<file path="src/rtl/ref_rd_resp.sv">
// Reference-pixel read responder: turns generator addresses into SRAM reads and returns the pixels in request order.
// Latency: request cycle 0 -> mem_rd_en in cycle 1 -> data capture in cycle 2 -> dout_valid in cycle 3.
// Backpressure: pause rises when buffered plus in-flight pixels would fill the FIFO, and in DRAIN/DONE.
module ref_rd_resp #(
  parameter int ADDR_W    = 23,
  parameter int DATA_W    = 8,
  parameter int DEPTH     = 4,
  parameter int MEM_WORDS = 8384611
) (
  input  logic              clk,
  input  logic              rst,
  input  logic [ADDR_W-1:0] req_addr,
  input  logic              req_valid,
  input  logic              finish_in,
  output logic              pause,
  output logic [ADDR_W-1:0] mem_addr,
  output logic              mem_rd_en,
  input  logic [DATA_W-1:0] mem_rdata,
  output logic [DATA_W-1:0] dout,
  output logic              dout_valid,
  input  logic              dout_ready,
  output logic              done,
  output logic              addr_err
);

  localparam int PTR_W = $clog2(DEPTH);
  localparam logic [ADDR_W:0]  ADDR_LIMIT = (ADDR_W+1)'(MEM_WORDS);
  localparam logic [PTR_W+1:0] CREDIT_MAX = (PTR_W+2)'(DEPTH);

  typedef enum logic [1:0] {RUN = 2'd0, DRAIN = 2'd1, DONE = 2'd2} state_t;

  state_t              state_q, state_d;
  logic                rd_en_q, rd_en_d;
  logic [ADDR_W-1:0]   addr_q, addr_d;
  logic                cap_q;
  logic                err_q, err_d;
  logic [DATA_W-1:0]   fifo_q [DEPTH];
  logic [PTR_W-1:0]    wr_ptr_q, wr_ptr_d, rd_ptr_q, rd_ptr_d;
  logic [PTR_W:0]      count_q, count_d;

  logic                accept, legal, push, pop;
  logic [1:0]          inflight;
  logic [PTR_W+1:0]    credit_used;

  // Every accepted legal read owns a FIFO slot from issue until it is popped.
  assign inflight    = {1'b0, rd_en_q} + {1'b0, cap_q};
  assign credit_used = {1'b0, count_q} + {{PTR_W{1'b0}}, inflight};
  assign legal       = {1'b0, req_addr} < ADDR_LIMIT;
  assign accept      = req_valid && !pause;
  assign push        = cap_q;
  assign dout_valid  = count_q != '0;
  assign pop         = dout_valid && dout_ready;
  assign dout        = dout_valid ? fifo_q[rd_ptr_q] : '0;
  assign mem_addr    = addr_q;
  assign mem_rd_en   = rd_en_q;
  assign addr_err    = err_q;

  // FSM next state plus the credit-based pause and sticky done outputs.
  always_comb begin
    state_d = state_q;
    pause   = 1'b1;
    done    = 1'b0;
    unique case (state_q)
      RUN: begin
        pause = credit_used >= CREDIT_MAX;
        if (finish_in) state_d = DRAIN;
      end
      DRAIN: begin
        if (count_q == '0 && inflight == 2'd0) state_d = DONE;
      end
      DONE: begin
        done = 1'b1;
      end
      default: state_d = RUN;
    endcase
  end

  // Read issue: legal accepts strobe the SRAM, illegal ones only raise the error flag.
  always_comb begin
    rd_en_d = 1'b0;
    addr_d  = addr_q;
    err_d   = err_q;
    if (accept) begin
      if (legal) begin
        rd_en_d = 1'b1;
        addr_d  = req_addr;
      end else begin
        err_d = 1'b1;
      end
    end
  end

  // FIFO pointer/count next state; pointers wrap naturally since DEPTH is a power of two.
  always_comb begin
    wr_ptr_d = wr_ptr_q + PTR_W'(push);
    rd_ptr_d = rd_ptr_q + PTR_W'(pop);
    count_d  = count_q + (PTR_W+1)'(push) - (PTR_W+1)'(pop);
  end

  // State, read-issue and capture registers; reset discards anything in flight.
  always_ff @(posedge clk or posedge rst) begin
    if (rst) begin
      state_q <= RUN;
      rd_en_q <= 1'b0;
      addr_q  <= '0;
      cap_q   <= 1'b0;
      err_q   <= 1'b0;
    end else begin
      state_q <= state_d;
      rd_en_q <= rd_en_d;
      addr_q  <= addr_d;
      cap_q   <= rd_en_q;
      err_q   <= err_d;
    end
  end

  // FIFO bookkeeping registers.
  always_ff @(posedge clk or posedge rst) begin
    if (rst) begin
      wr_ptr_q <= '0;
      rd_ptr_q <= '0;
      count_q  <= '0;
    end else begin
      wr_ptr_q <= wr_ptr_d;
      rd_ptr_q <= rd_ptr_d;
      count_q  <= count_d;
    end
  end

  // FIFO storage: SRAM data is captured the cycle after the strobe; credit guarantees a free slot.
  always_ff @(posedge clk) begin
    if (push) fifo_q[wr_ptr_q] <= mem_rdata;
  end

endmodule
</file>
<file path="config.mk">
export PLATFORM = sky130hd
export DESIGN_NAME = ref_rd_resp
export DESIGN_NICKNAME = d
export VERILOG_FILES = /design/src/rtl/ref_rd_resp.sv
export SDC_FILE = /design/constraint.sdc
export NUM_CORES = 1
export LEC_CHECK = 0
export ABC_CLOCK_PERIOD_IN_PS = 2400
export CAP_MARGIN = 10
export CORE_ASPECT_RATIO = 0.6
export CORE_MARGIN = 1.5
export CORE_UTILIZATION = 48
export CTS_CLUSTER_SIZE = 25
export DETAILED_ROUTE_END_ITERATION = 8
export PLACE_DENSITY_LB_ADDON = 0.1
export SKIP_CTS_REPAIR_TIMING = 1
export SYNTH_ARGS = -nofsm -noshare
export SYNTH_HDL_FRONTEND = slang
export SYNTH_SLANG_ARGS = --single-unit
</file>
<file path="constraint.sdc">
create_clock -name clk -period 2.4 [get_ports clk]
set_input_delay 0.6 -clock clk [delete_from_list [all_inputs] [get_ports clk]]
set_output_delay 0.6 -clock clk [all_outputs]
set_load 0.1 [all_outputs]
</file>
======== After elaboration in Yosys (flattened, before gate mapping) ========
Memories as Yosys holds them, arrays and structs flattened.
Cells that the tools add are included.
storage, ports and cells
  register bits ........................... 35
  RAM bits ................................ 32
  output and inout port bits .............. 36
  logic and storage cells ................. 44
  memories ................................ 1
cells by class
  $add $sub $neg .......................... 6
  order comparisons ....................... 2
  equal/unequal tests ..................... 4
  muxes and demuxes ....................... 10
  bitwise operators ....................... 2
  reductions and logical operators ........ 11
memories
  memory  words  bits a word  read ports  clocked after Yosys merged registers in  write ports  line  source
  fifo_q  4      8            1           0                                        1            37    logic [DATA_W-1:0] fifo_q [DEPTH];
operators by type and width
  operator                count
  $lt A23 B23 Y1 const B  1
  $mux W8                 1
  $mux W1                 6
  $pmux W2 S3             1
  $add A2 B1 Y2           2
  $add A3 B2 Y4           1
  $ge A4 B3 Y1 const B    1
  $logic_not A2 Y1        2
  $mux W2                 2
  $ne A2 B2 Y1 const B    2
  $reduce_and A2 Y1       2
  $add A3 B1 Y3           1
  $logic_and A1 B1 Y1     3
  $logic_not A3 Y1        1
  $reduce_and A3 Y1       1
  $reduce_bool A3 Y1      1
  $sub A3 B1 Y3           1
  $add A1 B1 Y2           1
  $eq A2 B1 Y1 const B    1
  $eq A2 B2 Y1 const B    1
  $not A1 Y1              2
  $logic_not A1 Y1        1

======== Logic depth before layout (Yosys ltp) ========
Gate-level depths: netlist (run 1).
  depth after elaboration ................. 7
  mapped depth ............................ 9

======== Least setup slack after synthesis (run 1) ========
No wires, ideal clock.
  path type ............................... flip-flop to output port
  start point ............................. reg count_q[1]
  end point ............................... out dout[0]
  arrival time ............................ 2412 ps
  setup slack ............................. -612 ps
  cell stages (with the launch flop) ...... 5
  buffers on the path ..................... 1
  cells stage by stage .................... dfrtp_1 > nor3_1 > inv_1 > clkbuf_1 > and2_1
on the way
  word-level cells in the longest chain between the ends .. 2
ends and longest elaborated chain
  what                    line  source
  start, declared         39    logic [PTR_W:0] count_q, count_d;
  start signal, assigned  126   count_q <= count_d;
  $reduce_bool A3 Y1      51    assign dout_valid = count_q != '0;
  named net dout_valid    20    output logic dout_valid,
  $mux W8                 53    assign dout = dout_valid ? fifo_q[rd_ptr_q] : '0;
  end, declared           19    output logic [DATA_W-1:0] dout,
The timed path passes the listed nets, and every way through them passes these cells.

======== Worst setup path after layout (run 1) ========
  start point ............................. reg rd_en_q, in the netlist mem_rd_en
  end point ............................... out pause
on the way
  word-level cells in the longest chain between the ends .. 4
ends and longest elaborated chain
  what                    line  source
  start, declared         33    logic rd_en_q, rd_en_d;
  start signal, assigned  110   rd_en_q <= rd_en_d;
  $add A1 B1 Y2           46    assign inflight = {1'b0, rd_en_q} + {1'b0, cap_q};
  $add A3 B2 Y4           47    assign credit_used = {1'b0, count_q} + {{PTR_W{1'b0}}, inflight};
  $ge A4 B3 Y1            65    pause = credit_used >= CREDIT_MAX;
  $mux W1                 63    unique case (state_q)
  end, declared           15    output logic pause,
Every way passes these cells.

==> key figures, run 1 <==
Outcome
  – Status: finished clean

Worst setup path
  – Most used cell, CP: ha_4
  – Cell Chain, Critical Path: ha_4, ha_4, nor4_4, buf_4, nand2_4, buf_12
  – Critical Path End Type: primary output
  – Startpoint Class: register
  – Crit-path slowest cell: dfrtp_4
  – Largest delay share family, worst path: flip-flops
  – Cells on worst reg2reg path: 8
  – Critical path class: register to primary output
  – Capture point of the worst reg-to-reg path: mem_addr[21]$_DFFE_PP0P_
  – Arrival @ worst endpoint: roughly 1.8 ns
  – WP buf/inv: 2
  – CP max stage delay: 0.51 ns
  – WP data required: 1.80 ns
  – Max Fanout on Critical Path: 4
  – Worst r2r src: mem_rd_en$_DFF_PP0_
  – Flop2flop setup slack: 0.15 ns

Yosys
  – Synth Flop Type: dfrtp_1
  – Synth top area cells: edfxtp_1 (35%), dfrtp_1 (32%), mux2_4 (10%), mux4_2 (6.5%), ha_1 (2.3%)
  – Number of synthesized register bits: 67
  – Post-Syn Area per Cell: 17.5 µm²
  – Syn Nets: 201
  – Yosys warnings: 0
  – Post-synth EDFFs: 32
  – Share of flip-flops with an asynchronous set or reset: 0.522
  – Cells after Synth: 159
  – Post-synth top area cell: edfxtp_1
  – Syn Std Cell Area: 2780 µm²
  – Yosys cell types: 28
  – Register area share after synthesis: 0.662
  – Post-synth top area share: 0.346

Final layout
  – ANT cells: 0
  – Share of layout cells above drive strength 1: 0.455
  – Syn-to-layout area delta: 46.1%
  – Final nets: 292
  – Most frequent cells in the layout: clkdlybuf4s50_1 (35), buf_4 (35), dfrtp_1 (34)

Die
  – Die Ht: 61.9 µm
  – Rows: 21
  – IO Pins: 72
  – Placeable Area: between 5000 and 6000 µm²
  – Die footprint: around 6300 µm²
  – Die width: 101 µm
  – Starting Density: 0.498

Placement
  – Pre-CTS setup slack: -0.463 ns
  – HPWL after DPL: 3940 µm
  – Port bufs: 71
  – Final Wtd Congestion: 0.777

Global route
  – Largest net degree at the start of global routing: 36
  – Number of global-route vias before repair: 1,688
  – Initial antenna violation count: 0
  – First-pass GRT wire length: 8420 µm
  – Total track usage: 0.191
  – Total global routing overflow: 0

Routing
  – Mean number of vias per cell: 4.93
  – Total Routed Length: 5520 µm
  – Drt wl/cell: ~16 µm
  – DRT antenna net count: 0
  – Iter 0 DRT Violations: 44
  – Via count: 1,652
  – First-pass DRT Iterations: 4
  – DRC violations left: 0

Clocking
  – Worst-path clk slew: 0.07 ns
  – CTS Buf Count: 9
  – CTS H-tree lvls: 3
  – # clock sinks: 67
  – Skew-Pair Late Insertion Delay: between 0.3 and 0.4 ns
  – Max clock buf depth: 2
  – CTS tree: yes
  – CTS root buffer: clkbuf_8

STA
  – Fin. max-slew vios: 0
  – Period Utilization, post-route: 0.992
  – Min Tclk post-route: approximately 2.4 ns
  – Layout Skew: approximately 0.0083 ns
  – Hold Fails Final Rpt: 0
  – Tightest Pin Transition: roughly 0.84 ns
  – Final WS setup: 0.0181 ns
  – Slew headroom: 0.436
  – # setup viols final: 0
  – FMAX: 0.420 GHz
  – RSZ-0062 raised after global routing: true

Worst hold path
  – Hold Path Origin: mem_rd_en$_DFF_PP0_
  – Hold path depth: 0
  – Hold Crit Class: register to register
  – Hold endpoint: cap_q$_DFF_PP0_

Run
  – Max_cap viols: 0
==> final cells by class <==
| class | instances | area [µm²] |
|---|---|---|
| clock buffers | 9 | 124 |
| clock inverters | 7 | 101 |
| fillers | 360 | 1510 |
| inverters | 6 | 22.5 |
| multi-input cells | 81 | 950 |
| flip-flops and latches | 67 | 1840 |
| well taps | 80 | 100 |
| repair buffers | 85 | 918 |
==> routing by layer <==
metal / wire, µm / GRT usage / up-vias
met2: 2600 / 0.301 / 45
met5: 0 / 0 / -
met3: 312 / 0.0828 / 2
met4: 18 / 0.0536 / 0
met1: 2590 / 0.249 / 827
li1: - / - / 778
==> worst max-delay path by stage <==
stage                        start                        to  slack, ns  depth (start not counted)
3_3_place_gp           req_addr[1]   mem_addr[0]$_DFFE_PP0P_      -0.32                          7
6_report       mem_rd_en$_DFF_PP0_                     pause       0.02                          6
4_1_cts        mem_rd_en$_DFF_PP0_                     pause      -0.11                          6
3_5_place_dp           req_addr[1]   mem_addr[3]$_DFFE_PP0P_      -0.46                          7
5_1_grt        mem_rd_en$_DFF_PP0_                     pause      -0.05                          6
2_1_floorplan  mem_rd_en$_DFF_PP0_  mem_addr[10]$_DFFE_PP0P_       0.01                          7
==> cell families after synthesis <==
kind of cell    Yosys count  share of synthesized area
flops                    67                      0.662
mux                      32                      0.187
simple gates             32                     0.0599
buf+inv                  11                     0.0234
compound gates            6                     0.0221
fa+ha+maj                 6                     0.0297
xor+xnor                  5                     0.0158
==> Yosys cell counts (3+ instances only) <==
library cell	count
ha_1	5
nor2_1	5
mux2_4	19
mux4_2	8
and2_1	8
inv_1	6
mux2_2	4
dfrtp_1	35
nand2_1	5
nor3_1	4
xnor2_1	4
edfxtp_1	32
nand3_1	3
==> state kept, by name, indices dropped and copies added (netlist names) <==
| name | cells |
|---|---|
| fifo_q | 32 |
| mem_addr | 23 |
| count_q | 3 |
| rd_ptr_q | 2 |
| state_q | 2 |
| wr_ptr_q | 2 |
| addr_err | 1 |
| cap_q | 1 |
| mem_rd_en | 1 |
==> per-stage QoR <==
stage          hold WS (ns)  cells  setup TNS [ns]  instance area (µm²)   util
4_1_cts               0.473    331           -2.55                 3920  0.704
3_5_place_dp          0.455    315           -9.99                 3700  0.664
5_1_grt               0.496    335         -0.0815                 4060  0.728
3_3_place_gp          0.446    315           -7.01                 3700  0.664
2_1_floorplan         0.440    159               0                 2790      -
6_report              0.489    335               0                 4060  0.728
==> worst reg2reg max path, stage by stage (launching register included) <==
cell	delay, ns
dfrtp_4	0.51
ha_4	0.18
ha_4	0.16
nor4_4	0.22
and3_1	0.25
a21boi_4	0.21
buf_12	0.14
buf_12	0.13
mux2_2	0.34
Power of run 1 is not shown: default switching activity piles up to over one toggle a cycle in this logic, so the estimate is an artifact.
==> inputs of run 2 (changes only) <==
--- a/config.mk
+++ b/config.mk
@@ -5,7 +5,7 @@
 export SDC_FILE = /design/constraint.sdc
 export NUM_CORES = 1
 export LEC_CHECK = 0
-export ABC_CLOCK_PERIOD_IN_PS = 2400
+export ABC_CLOCK_PERIOD_IN_PS = 2650
 export CAP_MARGIN = 10
 export CORE_ASPECT_RATIO = 0.6
 export CORE_MARGIN = 1.5
@@ -13,6 +13,7 @@
 export CTS_CLUSTER_SIZE = 25
 export DETAILED_ROUTE_END_ITERATION = 8
 export PLACE_DENSITY_LB_ADDON = 0.1
+export REMOVE_ABC_BUFFERS = 1
 export SKIP_CTS_REPAIR_TIMING = 1
 export SYNTH_ARGS = -nofsm -noshare
 export SYNTH_HDL_FRONTEND = slang
==> constraint.sdc (replaced) <==
create_clock -name clk -period 2.65 [get_ports clk]
set_input_delay 0.6625 -clock clk [delete_from_list [all_inputs] [get_ports clk]]
set_output_delay 0.6625 -clock clk [all_outputs]
set_load 0.1 [all_outputs]
==> run 2 against run 1 <==
  * Largest cell class unchanged
  * Cell count is 2.4% lower
  * Routed wire length down 4.4%
  * Non-clock buffer count shrank 8
  * Die area did not move
  * Critical path type is now input pin to register
==> key figures, run 2 (synthesis gave the netlist of run 1 again) <==
STA
  – Setup_tns: 0 ns (unchanged)
  – Fin. max-slew vios: 0 (unchanged)
  – # setup viols final: 0 (unchanged)
  – Tightest Pin Transition: 0.828 ns (-0.0150 ns)
  – Min Tclk post-route: about 2.5 ns
  – Slew headroom: 0.446 (+0.0100)
  – RSZ-0062 raised after global routing: false
  – FMAX: 0.404 GHz
  – Period Utilization, post-route: 0.934
  – Hold Fails Final Rpt: 0 (unchanged)
  – Layout Skew: 0.00633 ns (-0.00199 ns)

Global route
  – Total track usage: 0.191 (-0.000585)
  – First-pass GRT wire length: 8420 µm (unchanged)
  – Number of global-route vias before repair: 1,674 (-0.83%)
  – Largest net degree at the start of global routing: 36 (unchanged)
  – Total global routing overflow: 0 (unchanged)
  – Initial antenna violation count: 0 (unchanged)

Die
  – Die footprint: 6260 µm² (unchanged)
  – Die Ht: 61.9 µm (unchanged)
  – Die width: 101 µm (unchanged)
  – Placeable Area: 5570 µm² (unchanged)
  – Rows: 21 (unchanged)
  – Starting Density: 0.498 (unchanged)
  – IO Pins: 72 (unchanged)

Clocking
  – Max clock buf depth: 2 (unchanged)
  – # clock sinks: 67 (unchanged)
  – Skew-Pair Late Insertion Delay: 0.34 ns (about the same)
  – CTS tree: yes
  – CTS root buffer: clkbuf_8
  – CTS Buf Count: 9 (unchanged)
  – Worst-path clk slew: 0.07 ns (about the same)
  – CTS H-tree lvls: 3 (unchanged)

Final layout
  – Design area: 3850 µm² (-5.0%)
  – Final nets: 284 (-2.7%)
  – Max reg flops: 32 (unchanged)
  – Largest reg by FF count: fifo_q
  – Share of layout cells above drive strength 1: 0.360 (-0.0946)
  – ANT cells: 0 (unchanged)
  – Syn-to-layout area delta: 38.8%
  – Most frequent cells in the layout: dfrtp_1 (35), clkdlybuf4s50_1 (35), edfxtp_1 (32), buf_4 (32), mux2_4 (19)

Routing
  – Drt wl/cell: 16.1 µm (-2.0%)
  – DRC violations left: 0 (unchanged)
  – Total Routed Length: 5280 µm (-4.4%)
  – Via count: 1,631 (-1.3%)
  – DRT antenna net count: 0 (unchanged)
  – Mean number of vias per cell: 4.99 (+1.1%)
  – Iter 0 DRT Violations: 63 (+43%)
  – First-pass DRT Iterations: 4 (unchanged)

Run
  – Max_cap viols: 0 (unchanged)

Worst hold path
  – Hold Crit Class: register to register

Outcome
  – Status: finished clean

Worst setup path
  – WP data required: 2.87 ns (+1.07 ns)
  – Max Fanout on Critical Path: 17 (+13)
  – Startpoint Class: input pin
  – Arrival @ worst endpoint: 2.70 ns (+0.92 ns)
  – Critical path class: input pin to register
  – Critical Path End Type: register

Placement
  – Final Wtd Congestion: 0.810 (+4.3%)
  – Area of placed instances: 3620 µm² (-1.9%)
  – HPWL after DPL: 3890 µm (-1.3%)
  – Port bufs: 71 (unchanged)
==> run 2: cell type report <==
class	count	area (µm²)
clock buffers	9	124
fillers	390	1720
well taps	80	100
multi-input cells	81	875
clock inverters	7	106
repair buffers	77	791
flip-flops and latches	67	1840
inverters	6	22.5
==> run 2: worst paths after layout <==
kind / from / endpoint / slack, ns / cells after the start
min in group asynchronous: rst / mem_addr[2]$_DFFE_PP0P_ / 0.72 / 3
max in group asynchronous: rst / count_q[2]$_DFF_PP0_ / 1.61 / 3
min reg2reg: mem_rd_en$_DFF_PP0_ / cap_q$_DFF_PP0_ / 0.43 / 0
min: mem_rd_en$_DFF_PP0_ / cap_q$_DFF_PP0_ / 0.43 / 0
max: req_addr[1] / mem_addr[20]$_DFFE_PP0P_ / 0.18 / 6
max reg2reg: cap_q$_DFF_PP0_ / mem_addr[20]$_DFFE_PP0P_ / 0.40 / 7
==> run 2: metrics by stage <==
stage	cells	hold WS, ns	worst slack [ns]	utilization
floorplan	154	0.440	-0.255	-
global route	327	0.472	0.0738	0.692
detailed placement	311	0.423	-0.172	0.651
global placement	311	0.421	0.0250	0.651
CTS	327	0.438	0.157	0.692
finish	327	0.434	0.175	0.692
==> run 2: worst max-delay path: stages <==
cell	delay [ns]
clkdlybuf4s50_1	0.43
a2111oi_0	0.55
o211ai_1	0.27
a21boi_4	0.24
buf_12	0.19
mux2_2	0.34
==> run 2: layer usage <==
metal  track usage  routed length [µm]  vias up
li1              -                   -      756
met1         0.246                2390      822
met2         0.306                2560       44
met3        0.0548                 221        9
met4        0.0952                 105        0
met5             0                   0        -
Power of run 2 is left out for the same reason.
